===== src/rtl/ex_stage.sv =====
// Execute stage: resolves forwarded operands, runs the ALU and loads the EX/MEM
// pipeline register, honouring stall (hold) and flush (bubble).
module ex_stage #(
    parameter int          DATA_WIDTH = 32,
    parameter logic [31:0] NOP_INSTR  = 32'h0000_0013
) (
    input  logic                  clk,
    input  logic                  rst,
    input  logic                  id_valid,
    input  logic [DATA_WIDTH-1:0] id_rs1_data,
    input  logic [DATA_WIDTH-1:0] id_rs2_data,
    input  logic [DATA_WIDTH-1:0] id_imm,
    input  logic [DATA_WIDTH-1:0] id_pc,
    input  logic [3:0]            id_alu_op,
    input  logic                  id_alu_src_imm,
    input  logic                  id_is_store,
    input  logic                  id_reg_write,
    input  logic [4:0]            id_rd_addr,
    input  logic [31:0]           id_instr,
    input  logic [1:0]            forward_a,
    input  logic [1:0]            forward_b,
    input  logic [DATA_WIDTH-1:0] mem_fwd_data,
    input  logic [DATA_WIDTH-1:0] wb_fwd_data,
    input  logic                  stall,
    input  logic                  flush,
    output logic                  ex_mem_valid,
    output logic [DATA_WIDTH-1:0] ex_mem_alu_result,
    output logic [DATA_WIDTH-1:0] ex_mem_store_data,
    output logic [4:0]            ex_mem_rd_addr,
    output logic                  ex_mem_reg_write,
    output logic                  ex_mem_is_store,
    output logic [31:0]           ex_mem_instr
);

    localparam int SHW = $clog2(DATA_WIDTH);

    logic [DATA_WIDTH-1:0] op_a_s;
    logic [DATA_WIDTH-1:0] rs2_fwd_s;
    logic [DATA_WIDTH-1:0] op_b_s;
    logic [SHW-1:0]        shamt_s;
    logic [DATA_WIDTH-1:0] alu_res_s;

    logic                  valid_d,      valid_q;
    logic [DATA_WIDTH-1:0] alu_result_d, alu_result_q;
    logic [DATA_WIDTH-1:0] store_data_d, store_data_q;
    logic [4:0]            rd_addr_d,    rd_addr_q;
    logic                  reg_write_d,  reg_write_q;
    logic                  is_store_d,   is_store_q;
    logic [31:0]           instr_d,      instr_q;

    // Operand resolution; the reserved select 2'b11 falls back to the register file
    always_comb begin
        case (forward_a)
            2'b01:   op_a_s = wb_fwd_data;
            2'b10:   op_a_s = mem_fwd_data;
            default: op_a_s = id_rs1_data;
        endcase
        case (forward_b)
            2'b01:   rs2_fwd_s = wb_fwd_data;
            2'b10:   rs2_fwd_s = mem_fwd_data;
            default: rs2_fwd_s = id_rs2_data;
        endcase
        if (id_alu_src_imm) begin
            op_b_s = id_imm;
        end else begin
            op_b_s = rs2_fwd_s;
        end
        shamt_s = op_b_s[SHW-1:0];
    end

    // ALU
    always_comb begin
        case (id_alu_op)
            4'd0:    alu_res_s = op_a_s + op_b_s;
            4'd1:    alu_res_s = op_a_s - op_b_s;
            4'd2:    alu_res_s = op_a_s << shamt_s;
            4'd3:    alu_res_s = {{(DATA_WIDTH-1){1'b0}}, ($signed(op_a_s) < $signed(op_b_s))};
            4'd4:    alu_res_s = {{(DATA_WIDTH-1){1'b0}}, (op_a_s < op_b_s)};
            4'd5:    alu_res_s = op_a_s ^ op_b_s;
            4'd6:    alu_res_s = op_a_s >> shamt_s;
            4'd7:    alu_res_s = $signed(op_a_s) >>> shamt_s;
            4'd8:    alu_res_s = op_a_s | op_b_s;
            4'd9:    alu_res_s = op_a_s & op_b_s;
            4'd10:   alu_res_s = op_b_s;
            4'd11:   alu_res_s = id_pc + op_b_s;
            default: alu_res_s = {DATA_WIDTH{1'b0}};
        endcase
    end

    // EX/MEM next state: flush beats stall, stall beats loading
    always_comb begin
        valid_d      = valid_q;
        alu_result_d = alu_result_q;
        store_data_d = store_data_q;
        rd_addr_d    = rd_addr_q;
        reg_write_d  = reg_write_q;
        is_store_d   = is_store_q;
        instr_d      = instr_q;
        if (flush || (!stall && !id_valid)) begin
            valid_d      = 1'b0;
            alu_result_d = {DATA_WIDTH{1'b0}};
            store_data_d = {DATA_WIDTH{1'b0}};
            rd_addr_d    = 5'd0;
            reg_write_d  = 1'b0;
            is_store_d   = 1'b0;
            instr_d      = NOP_INSTR;
        end else if (!stall) begin
            valid_d      = 1'b1;
            alu_result_d = alu_res_s;
            store_data_d = rs2_fwd_s;
            rd_addr_d    = id_rd_addr;
            reg_write_d  = id_reg_write;
            is_store_d   = id_is_store;
            instr_d      = id_instr;
        end else begin
            valid_d      = valid_q;
        end
    end

    // EX/MEM pipeline register with asynchronous reset to a bubble
    always_ff @(posedge clk or posedge rst) begin
        if (rst) begin
            valid_q      <= 1'b0;
            alu_result_q <= {DATA_WIDTH{1'b0}};
            store_data_q <= {DATA_WIDTH{1'b0}};
            rd_addr_q    <= 5'd0;
            reg_write_q  <= 1'b0;
            is_store_q   <= 1'b0;
            instr_q      <= NOP_INSTR;
        end else begin
            valid_q      <= valid_d;
            alu_result_q <= alu_result_d;
            store_data_q <= store_data_d;
            rd_addr_q    <= rd_addr_d;
            reg_write_q  <= reg_write_d;
            is_store_q   <= is_store_d;
            instr_q      <= instr_d;
        end
    end

    assign ex_mem_valid      = valid_q;
    assign ex_mem_alu_result = alu_result_q;
    assign ex_mem_store_data = store_data_q;
    assign ex_mem_rd_addr    = rd_addr_q;
    assign ex_mem_reg_write  = reg_write_q;
    assign ex_mem_is_store   = is_store_q;
    assign ex_mem_instr      = instr_q;

endmodule


===== config.mk =====
export PLATFORM = sky130hd
export DESIGN_NAME = ex_stage
export DESIGN_NICKNAME = d
export VERILOG_FILES = /design/src/rtl/ex_stage.sv
export SDC_FILE = /design/constraint.sdc
export NUM_CORES = 1
export LEC_CHECK = 0
export ABC_AREA = 1
export CORE_MARGIN = 2
export CORE_UTILIZATION = 42
export CTS_CLUSTER_DIAMETER = 80
export DETAILED_ROUTE_END_ITERATION = 12
export HOLD_SLACK_MARGIN = 0.12
export PLACE_DENSITY_LB_ADDON = 0.12
export SETUP_SLACK_MARGIN = 0.02
export SKIP_CTS_REPAIR_TIMING = 1
export SLEW_MARGIN = 5
export SYNTH_ARGS = -nofsm -noshare
export SYNTH_HDL_FRONTEND = slang
export SYNTH_SLANG_ARGS = --single-unit

===== constraint.sdc =====
create_clock -name clk -period 8 [get_ports clk]
set_input_delay 1.2 -clock clk [delete_from_list [all_inputs] [get_ports clk]]
set_output_delay 1.2 -clock clk [all_outputs]
set_load 0.01 [all_outputs]

==> reports/summary.txt, run 1 <==
Die Y: 199 um
Fill cells: 3,886
Critical path origin: forward_b[0]
Max-slew headroom: 6.41%
Min-Delay Startpoint: ex_mem_alu_result[31]
GRT Util Overall: 48.3%
Leak: 9.64 nW
Cells after Synth: 2,746
worst-case clock buffer depth: 2
Worst Hold End: ex_mem_alu_result[31]
Post-synth ARST share: 100%
compound-gate portion of the synthesized area: 21.6%
total core area: 37,600 sq um
die width: 199 um
top_reg_cell synth: dfrtp_1
vias in the first global route: 20,775
XOR/XNOR share of the synthesized area: 0.437%
Mapped Nets: 3,123
WL per Instance: 27.6 um
Inserted Clock Buffers: 9
Post-Route WL: 97,300 um
final setup vio count: 0
maxcap violations: 0
YS warnings: 0
Via density: 6.30
Layout Nets: 3,388
starting DRC count in detailed routing: 2,979
R2R depth: 1
Antenna Nets Post-Route: 0
initial antenna violation count: 2
routed vias: 22,218
H-tree depth: 3
Data required, critical path: 8280 ps
Synth cell types: 58
maximum vdd drop: 0.114 mV
grt total ovfl: 0
Cell Pwr Density: 162 nW/um^2
Crit. End Element: register
Max Slew Vio Count: 0
post-synth top area cell: nand2_1
worst slew pin tran: 1390 ps
Final Hold Viols: 0
design area: 20,100 sq um
unrepaired setup endpoints after global routing: no
Clock Skew: 0 ps
# clock sinks: 104
simple-gate area share of the yosys netlist: 41.0%
post-synthesis mux area share: 0%
Layout area overhead: 25.4%
I/O pins: 349
run status: completed
Cell Area, Synth: 16,000 sq um
port bufs: 348
clock slew at reported path FFs: 90 ps
reg2reg setup slack: 7140 ps
Cell Area, Placed: 19,800 sq um
routability cong.: 1.09
register area share after synthesis: 16.3%
Final HPWL DP: 78,400 um
die area: 39,700 sq um
RR Endpoint: ex_mem_store_data[0]
CTS tree: built
register bit total from synthesis: 104
Synth Area in Adders: 10.4%
min-delay worst type: register to register
CTS root buf: clkbuf_16
final critical-path share of the clock period: 78.7%
worst hold path depth: 2
DRC viols: 0
count leader, synth: nand2_1
Clk Latency, worst-skew pair: 390 ps
overall power: 3.25 mW
DRT Pass-1 Iters: 8
Rows: 71
Worst Path Arrival: 6580 ps
TNS Setup: 0 ps
pin count of the biggest net entering global routing: 75
Initial Utilization: 42.6%
reg2reg start: ex_mem_store_data[0]
largest family of logic cells by synthesized area: simple AND/OR/NAND/NOR gates
Post-synth top cells: 885 x nand2_1, 352 x nand3_1, 251 x inv_1
CP startpoint kind: input pin
layout cells sized above 1: 4.81%
CP Class: input pin to register
first-pass GRT wire length: 138,000 um
f_max: 159 MHz
Area contributors post-synth: nand2_1 21%, dfrtp_1 16%, nand3_1 11%, ha_1 10%, o21ai_0 6.8%
min Tclk post-route: 6300 ps
crit-path max FO: 49
area share of the largest cell type after synthesis: 20.7%
Post-synth EDFFs: 0
Avg Cell Area, Syn: 5.83 sq um
==> how the worst max path moves through the flow <==
stage	end	cells after the start
global placement	ex_mem_alu_result[10]	23
finish	ex_mem_alu_result[26]	20
floorplan	ex_mem_alu_result[16]	24
global route	ex_mem_alu_result[14]	23
CTS	ex_mem_alu_result[30]	23
detailed placement	ex_mem_alu_result[30]	23
==> critical path, stage by stage <==
cell             delay [ps]
clkdlybuf4s50_1         490
inv_1                    60
ha_1                    340
inv_2                   600
o21ai_0                 280
o21ai_0                 910
ha_1                    410
nor2_1                  320
nand2_1                 170
nor3_1                  560
nand3_1                 150
nand3_1                 250
nand2_1                  90
nand2_1                 110
a21oi_1                  80
o21a_1                  150
nor2_1                  180
nand2_1                  90
nand2_1                  70
nand2_1                  50
==> where the power goes <==
group	total (mW)	internal [mW]	switching, mW
registers	0.605	0.568	0.0361
logic	2.16	0.677	1.49
clock network	0.485	0.228	0.257
==> metal layers <==
metal / vias to the layer above / GRT usage (%) / part of all wire (%)
li1: 9727 / - / -
met5: - / 0 / 0.0082
met2: 1724 / 73.4 / 42
met4: 2 / 33.0 / 7.8
met1: 10385 / 59.3 / 37
met3: 380 / 13.3 / 13
==> placed cells by master (no fill, tap or decap), drive strengths merged, types with 4 or more instances in the layout <==
cell type      instances
o2111ai                4
clkdlybuf4s50        347
a21oi                130
xor2                   5
o21bai                 5
clkinv                 5
inv                  268
a31oi                 19
or2                   23
o211ai                18
nor3                  14
nand3                357
o21a                  12
nand3b                15
a21o                   4
o21ai                281
clkbuf                 9
nor2                 185
dfrtp                101
a211oi                14
buf                   35
o221ai                 4
nand2                904
o22ai                 18
a221oi                16
a22o                  37
ha                   131
nand4                 30
==> per-stage QoR <==
stage	hold slack, ps	utilization [%]	setup slack (ps)	instances
after global placement	463	52.6	1550	3511
final	484	53.4	1700	3529
after detailed placement	465	52.6	1530	3511
after CTS	485	53.4	1930	3527
after global routing	511	53.4	1450	3528
after floorplan	515	-	3770	2746
==> cell families (layout without fill, tap and decap cells) <==
family	count (synthesis)	count (layout)
other	0	2
DFF	104	104
xor gates and xnor gates	8	8
adders and majority gates	132	132
buffers and inverters	394	664
AOI/OAI and AO/OA	572	572
and+or+nand+nor	1536	1536
==> sequential cells by signal (all words and copies together), names as in the netlist <==
signal / count
ex_mem_rd_addr: 5
ex_mem_store_data: 32
ex_mem_reg_write: 1
ex_mem_valid: 1
ex_mem_alu_result: 32
ex_mem_instr: 32
ex_mem_is_store: 1
==> cell type report <==
cell class	count	area, sq um	share of cell area [%]
repair buffers	382	3730	18.6
well taps	511	639	3.18
flip-flops and latches	104	2610	13.0
diodes	2	5.00	0.0249
clock inverters	7	91.3	0.455
inverters	266	1010	5.01
multi-input cells	2248	11800	58.6
clock buffers	9	225	1.12
Note: power is estimated with default switching activity, not from simulation.
==> inputs of run 2 (changes only) <==
Clock period 8 ns to 5.15 ns, I/O delays scaled along.
==> reports/summary.txt, run 2 (synthesis gave the netlist of run 1 again) <==
CP Class: input pin to register
reg2reg setup slack: 4300 ps
TNS Setup: 0 ps
f_max: 199 MHz
overall power: 5.61 mW
vias in the first global route: 21,483
routed vias: 23,069
pre-CTS WS: -329 ps
die width: 199 um
crit-path max FO: 17
DRC viols: 0
Final HPWL DP: 80,800 um
commonest non-fill, non-tap cell in the layout: nand2_1
final setup vio count: 0
Via density: 6.13
Max Slew Vio Count: 0
worst-case clock buffer depth: 2
layout cells sized above 1: 11.6%
min Tclk post-route: 5040 ps
Pint: 2.72 mW
pin count of the biggest net entering global routing: 75
Layout Nets: 3,620
Inserted Clock Buffers: 9
GRT Util Overall: 49.9%
Clk pwr share: 15.1%
die area: 39,700 sq um
sw power: 2.89 mW
CP startpoint kind: input pin
Rows: 71
maxcap violations: 0
Clock Skew: 0 ps
Worst Path Arrival: 5370 ps
Final Non-Filler Cells: 3,766
Initial Utilization: 42.6%
Comb power frac: 68.3%
Post-Route WL: 100,000 um
Cell Pwr Density: 255 nW/um^2
post-layout util: 58.6%
port bufs: 348
# clock sinks: 104
Worst Setup Slack, final: 115 ps
run status: completed
worst slew pin tran: 1280 ps
routability cong.: 1.18
Leak: 10.8 nW
Layout area overhead: 37.4%
Reg power frac: 16.7%
initial antenna violation count: 14
clock slew at reported path FFs: 80 ps
Data required, critical path: 5480 ps
min-delay worst type: register to register
design area: 22,000 sq um
total core area: 37,600 sq um
Sw Share: 51.5%
final critical-path share of the clock period: 97.8%
Max-slew headroom: 14.6%
WL per Instance: 26.6 um
Antenna Nets Post-Route: 0
placed insts: 3,743
Die Y: 199 um
Crit. End Element: register
Final Hold Viols: 0
grt total ovfl: 0
hold slack: 485 ps
DRT Pass-1 Iters: 7
Cell Area, Placed: 21,600 sq um
I/O pins: 349
starting DRC count in detailed routing: 3,229
maximum vdd drop: 0.191 mV
most frequent cells in the layout: 884 x nand2_1, 352 x nand3_1, 347 x clkdlybuf4s50_1, 254 x buf_4, 249 x inv_1
CTS tree: built
H-tree depth: 3
CTS root buf: clkbuf_16
first-pass GRT wire length: 143,000 um
unrepaired setup endpoints after global routing: no
Clk Latency, worst-skew pair: 400 ps
run 2: cell count changes in the layout (fill, tap and decap cells not counted), moves of 2 or more:
cell       previous run  this run
buf_4                34       254
clkinv_8              3         0
o21ai_0             219       216
buf_12                0        12
diode_2               2         7
inv_6                 3         1
o21ai_1              32        35
bufinv_16             0         2
run 2: final timing paths:
check	start	endpoint	depth (start not counted)
max reg2reg	ex_mem_alu_result[19]	ex_mem_alu_result[19]	2
max	forward_b[0]	ex_mem_alu_result[30]	21
min reg2reg	ex_mem_alu_result[2]	ex_mem_alu_result[2]	2
min	ex_mem_alu_result[2]	ex_mem_alu_result[2]	2
max in group asynchronous	rst	ex_mem_store_data[25]	3
min in group asynchronous	rst	ex_mem_alu_result[8]	2
run 2: worst max-delay path, cell delays in order:
cell and delay (ps):
clkdlybuf4s50_1 520, inv_1 60, ha_1 330, inv_2 100
buf_4 210, o21ai_0 460, nand2_1 110, o21ai_0 300
inv_1 260, ha_1 460, nor2_1 260, inv_1 170
nor4_4 360, nand3_1 140, nand3_1 90, nand2_1 50
nor2_1 300, nor2_2 160, nand2_1 100, nand2_1 60
nand2_1 90
run 2: final cells by class:
class / count / area, sq um
Multi-Input combinational cell: 2248 / 11800
Sequential cell: 104 / 2610
Inverter: 266 / 1010
Antenna cell: 7 / 17.5
Clock buffer: 9 / 225
Tap cell: 511 / 639
Fill cell: 3784 / 15600
Clock inverter: 7 / 101
Timing Repair Buffer: 614 / 5630
run 2: power by group through the flow:
stage	Combinational, mW	Sequential (mW)	Clock [mW]
after global placement	3.61	0.941	0
final	3.83	0.935	0.845
after CTS	3.65	0.931	0.835
after detailed placement	3.62	0.946	0
after floorplan	1.88	0.965	0
after global routing	4.05	0.939	0.863
run 2: layer usage:
layer	share of wire, %	vias up	GRT usage, %
met4	8.1	12	35.6
li1	-	10201	-
met1	37	10560	60.9
met3	15	476	19.3
met5	0.079	-	0
met2	40	1820	71.5
